<file path="src/rtl/wb_arbiter2.sv">
// wb_arbiter2: round-robin two-master Wishbone B4 classic arbiter with a strobe watchdog.
// The owner keeps the bus for its whole cyc; unanswered strobes end in a bus error.
module wb_arbiter2 #(
   parameter int DATA_WIDTH   = 128,
   parameter int ADDR_WIDTH   = 32,
   parameter int SELECT_WIDTH = DATA_WIDTH/8,
   parameter int TIMEOUT      = 255
) (
   input  logic                    clk,
   input  logic                    rst,
   input  logic [ADDR_WIDTH-1:0]   m0_adr_i,
   input  logic [DATA_WIDTH-1:0]   m0_dat_i,
   output logic [DATA_WIDTH-1:0]   m0_dat_o,
   input  logic                    m0_we_i,
   input  logic [SELECT_WIDTH-1:0] m0_sel_i,
   input  logic                    m0_stb_i,
   input  logic                    m0_cyc_i,
   output logic                    m0_ack_o,
   output logic                    m0_err_o,
   output logic                    m0_rty_o,
   input  logic [ADDR_WIDTH-1:0]   m1_adr_i,
   input  logic [DATA_WIDTH-1:0]   m1_dat_i,
   output logic [DATA_WIDTH-1:0]   m1_dat_o,
   input  logic                    m1_we_i,
   input  logic [SELECT_WIDTH-1:0] m1_sel_i,
   input  logic                    m1_stb_i,
   input  logic                    m1_cyc_i,
   output logic                    m1_ack_o,
   output logic                    m1_err_o,
   output logic                    m1_rty_o,
   output logic [ADDR_WIDTH-1:0]   s_adr_o,
   output logic [DATA_WIDTH-1:0]   s_dat_o,
   output logic                    s_we_o,
   output logic [SELECT_WIDTH-1:0] s_sel_o,
   output logic                    s_stb_o,
   output logic                    s_cyc_o,
   input  logic [DATA_WIDTH-1:0]   s_dat_i,
   input  logic                    s_ack_i,
   input  logic                    s_err_i,
   input  logic                    s_rty_i,
   output logic [1:0]              grant
);
   localparam int CW = TIMEOUT > 0 ? $clog2(TIMEOUT + 1) : 1;
   typedef enum logic [1:0] {IDLE, GRANT0, GRANT1} state_t;
   state_t state, nxt;
   logic last;
   logic [CW-1:0] cnt;
   logic g0, g1, stb_raw, term, hit;
   assign g0 = state == GRANT0;
   assign g1 = state == GRANT1;
   assign grant = {g1, g0};
   // last==1 favours m0 on simultaneous requests from IDLE
   always_comb
      nxt = g0 ? (m0_cyc_i ? GRANT0 : m1_cyc_i ? GRANT1 : IDLE) :
            g1 ? (m1_cyc_i ? GRANT1 : m0_cyc_i ? GRANT0 : IDLE) :
            (m0_cyc_i && (!m1_cyc_i || last)) ? GRANT0 : m1_cyc_i ? GRANT1 : IDLE;
   assign stb_raw = (g0 & m0_stb_i & m0_cyc_i) | (g1 & m1_stb_i & m1_cyc_i);
   assign term    = s_ack_i | s_err_i | s_rty_i;
   // a slave answer in the expiry cycle wins over the watchdog
   assign hit     = (TIMEOUT > 0) && stb_raw && !term && cnt == CW'(TIMEOUT);
   always_ff @(posedge clk or negedge rst) begin
      if (!rst) begin
         state <= IDLE;
         last  <= 1'b1;
         cnt   <= '0;
      end else begin
         state <= nxt;
         if (nxt != IDLE) last <= nxt == GRANT1;
         cnt   <= (TIMEOUT == 0 || !stb_raw || term || hit || nxt != state) ? '0 : cnt + 1'b1;
      end
   end
   assign s_adr_o  = g0 ? m0_adr_i : g1 ? m1_adr_i : '0;
   assign s_dat_o  = g0 ? m0_dat_i : g1 ? m1_dat_i : '0;
   assign s_we_o   = (g0 & m0_we_i) | (g1 & m1_we_i);
   assign s_sel_o  = g0 ? m0_sel_i : g1 ? m1_sel_i : '0;
   assign s_cyc_o  = (g0 & m0_cyc_i) | (g1 & m1_cyc_i);
   assign s_stb_o  = stb_raw & ~hit;
   assign m0_dat_o = s_dat_i;
   assign m1_dat_o = s_dat_i;
   assign m0_ack_o = g0 & s_ack_i;
   assign m0_err_o = g0 & (s_err_i | hit);
   assign m0_rty_o = g0 & s_rty_i;
   assign m1_ack_o = g1 & s_ack_i;
   assign m1_err_o = g1 & (s_err_i | hit);
   assign m1_rty_o = g1 & s_rty_i;
endmodule

</file>
<file path="config.mk">
export PLATFORM = sky130hd
export DESIGN_NAME = wb_arbiter2
export DESIGN_NICKNAME = d
export VERILOG_FILES = /design/src/rtl/wb_arbiter2.sv
export SDC_FILE = /design/constraint.sdc
export NUM_CORES = 1
export LEC_CHECK = 0
export CAP_MARGIN = 15
export CORE_AREA = 2 2 359 361
export CTS_BUF_LIST = sky130_fd_sc_hd__clkbuf_8
export DETAILED_ROUTE_END_ITERATION = 6
export DIE_AREA = 0 0 361 363
export RECOVER_POWER = 100
export SYNTH_ARGS = -nofsm -noshare
export SYNTH_HDL_FRONTEND = slang
export SYNTH_SLANG_ARGS = --single-unit
</file>
<file path="constraint.sdc">
create_clock -name clk -period 1.6 [get_ports clk]
set_clock_uncertainty 0.05 [all_clocks]
set_input_delay 0.16 -clock clk [delete_from_list [all_inputs] [get_ports clk]]
set_output_delay 0.16 -clock clk [all_outputs]
set_load 0.03 [all_outputs]
</file>
==> results.py <==
metrics = {
    "status": {
        "status": "complete, but fails checks",
        "violations": "negative setup slack",
    },
    "layout": {
        "area_delta_synth_final_pct": 210,
        "drive_gt1_frac": 0.434,
        "multiInputGateArea_um2": 2800,
        "fin_util": 0.106,
        "nets": 1347,
        "seq_area_um2": 279,
        "fillers": 14474,
    },
    "worst_setup_path": {
        "critical_path_required_ns": 1.39,
        "path_cells": "inv_2, nor2_4, buf_12, buf_16, a22o_2, buf_12",
        "cp_common_cell": "buf_12",
        "path_class": "reg2out",
        "crit_arrival_ns": 1.78,
        "cp-end-kind": "primary output",
        "slowest_stage": "dfrtp_2",
        "cp-start-kind": "flip-flop",
        "path_max_fanout": 26,
        "cpPeakStageDelay_ns": 0.42,
        "rr_worst_depth": 9,
    },
    "yosys": {
        "async_flop_share": 1.00,
        "syn_nets": 1032,
        "synthTopCellsByArea": "buf_4 47%, a22o_1 36%, dfrtp_1 5.8%",
        "ys_ff_latch": 11,
        "synthTopCellsByCount": "271 x buf_4, 177 x a22o_1, 19 x buf_2, 10 x dfrtp_1, 8 x nor2_1",
        "syn_avg_cell_area_um2": 8.01,
        "yosysUniqueCellTypes": 29,
        "synth-edff-count": 0,
        "netlist_area_um2": 4320,
        "syn_inst": 540,
        "synth.top_cell.area_share": 0.471,
        "synth-main-ff-cell": "dfrtp_1",
        "yosys_warnings": 0,
        "synth.most_common_cell": "buf_4",
        "yosysSeqAreaShare": 0.0640,
        "synth_largest_area_cell": "buf_4",
    },
    "route": {
        "via_count": 6060,
        "wl_per_cell_um": 35.2,
        "drt_first_iter_violations": 192,
        "firstDrtPassIters": 7,
        "ant_nets": 0,
        "drc": 0,
        "viasPerCell": 2.40,
        "wl_um": 88800,
    },
    "clocking": {
        "cts.sinks": 11,
        "clk_pin_slew_ns": 0.05,
        "cts_made_buffers": 3,
        "htree_levels": 1,
        "clockBufferDepth": 2,
        "cts_root_buffer": "clkbuf_8",
        "tritoncts": "done",
        "clock_latency_ns": 0.24,
    },
    "floorplanning": {
        "dieArea_um2": 131000,
        "die_width_um": 361,
        "coreArea_um2": 127000,
        "die_h_um": 363,
        "rows": 131,
        "start_util": 0.0340,
        "io_pins": 934,
    },
    "grt": {
        "grt_pass1_wl_um": 100000,
        "grt.total_usage": 0.126,
        "grt_pass1_vias": 6042,
        "antenna_found_initial": 61,
        "grt_overflow": 0,
        "grt_start_max_net_pins": 35,
    },
    "run": {
        "max_cap_viol_count": 0,
    },
    "timing": {
        "worst_slack_ns": -0.395,
        "relSlewSlack": 0.623,
        "finalSetupTns_ns": -50.90,
        "setup_viol": 189,
        "period_minus_slack_ns": 1.99,
        "fin_crit_sh": 1.25,
        "hold-worst-slack_ns": 0.270,
        "rsz0062_at_grt": "true",
        "worstMarginPinSlew_ns": 0.563,
        "fmax_ghz": 0.501,
        "slew_violations": 0,
        "hold_viol": 0,
    },
    "placement": {
        "dp_hpwl_um": 81000,
        "globalplace.congestion": 0.794,
        "io_buffers": 549,
    },
    "hold_path": {
        "hold_class": "in2out",
        "hold_path_depth": 0,
    },
    "pwr": {
        "ir_drop_uv": 418,
        "power_density_nw_per_um2": 523,
        "power_leakage_nw": 4.93,
    },
}
metrics by stage:
stage,power (W),cells,instance area [um^2],setup WS [ns]
2_1_floorplan,0.00318,540,4320,-0.0929
3_3_place_gp,0.00618,2483,11900,-0.292
3_5_place_dp,0.00618,2483,11900,-0.307
4_1_cts,0.00683,2498,12600,-0.360
5_1_grt,0.00728,2516,13400,-0.434
6_report,0.00701,2525,13400,-0.395
where the power goes:
group          total, W  internal (W)  switching, W
sequential     0.000299      0.000289    0.00000971
clock          0.000277      0.000169      0.000108
combinational   0.00643       0.00339       0.00305
flip-flops by register name, indices dropped and copies added (netlist names):
name / flops
state: 2
cnt: 8
last: 1
layout by cell type (no fill, tap or decap), types with 2 or more instances in the layout:
cell type,Yosys,routed
a21o_1,2,2
a22o_1,177,71
a22o_2,0,5
a22o_4,0,101
and3_1,5,5
buf_12,0,188
buf_16,0,8
buf_4,271,24
buf_6,1,18
clkbuf_16,0,7
clkbuf_8,0,3
clkdlybuf4s50_1,0,361
dfrtp_1,10,8
dfrtp_2,0,2
diode_2,0,9
inv_1,4,4
inv_2,1,2
nand2_1,6,4
nand2_2,0,2
nand3_1,6,5
nand4b_1,2,2
nor2_1,8,7
nor2_4,2,3
o21ai_1,0,2
xor2_1,4,4
what timing repair did:
| action | in CTS | in global routing |
|---|---|---|
| resized for setup | 106 | 75 |
| hold buffers | 0 | 0 |
| pin swaps | 41 | 12 |
| buffers inserted | 9 | 10 |
| gates cloned | 2 | 9 |
| setup endpoints to repair | 182 | 189 |
path summary, 6_finish.rpt:
check	from	end	slack (ns)
max	state[0]$_DFF_PN0_	s_adr_o[3]	-0.39
min	s_dat_i[91]	m0_dat_o[91]	0.27
max in group asynchronous	rst	state[1]$_DFF_PN0_	0.80
min reg2reg	last$_DFFE_PN1P_	last$_DFFE_PN1P_	0.46
max reg2reg	state[1]$_DFF_PN0_	cnt[5]$_DFF_PN0_	-0.14
min in group asynchronous	rst	state[0]$_DFF_PN0_	0.30
kinds of logic (layout without fill, tap and decap cells):
group / count (synthesis) / after routing / share of synthesized area
buffers and inverters: 302 / 616 / 0.505
AOI/OAI and AO/OA: 186 / 186 / 0.373
and+or+nand+nor: 34 / 34 / 0.0431
DFF: 11 / 11 / 0.0640
xor gates and xnor gates: 5 / 5 / 0.0101
adders and majority gates: 2 / 2 / 0.00550
other: 0 / 9 / 0
area by class of cell:
type / count / area share
diodes: 9 / 0.00168
clock buffers: 3 / 0.00308
clock inverters: 1 / 0.000280
inverters: 5 / 0.00140
multi-input cells: 227 / 0.209
flip-flops and latches: 11 / 0.0208
well taps: 1662 / 0.155
repair buffers: 607 / 0.609
per-layer routing:
layer	global-route usage	up-vias	routed length, um
li1	-	2367	-
met1	0.147	2709	34600
met2	0.187	769	37500
met3	0.101	139	15500
met4	0.00402	76	739
met5	0.00290	-	547
critical path, delay by kind of cell (launching register included):
kind	cells	cell delay [ns]
compound gates	1	0.26
flops	1	0.42
simple gates	1	0.15
buf+inv	4	0.63
Note: power is estimated with default switching activity, not from simulation.
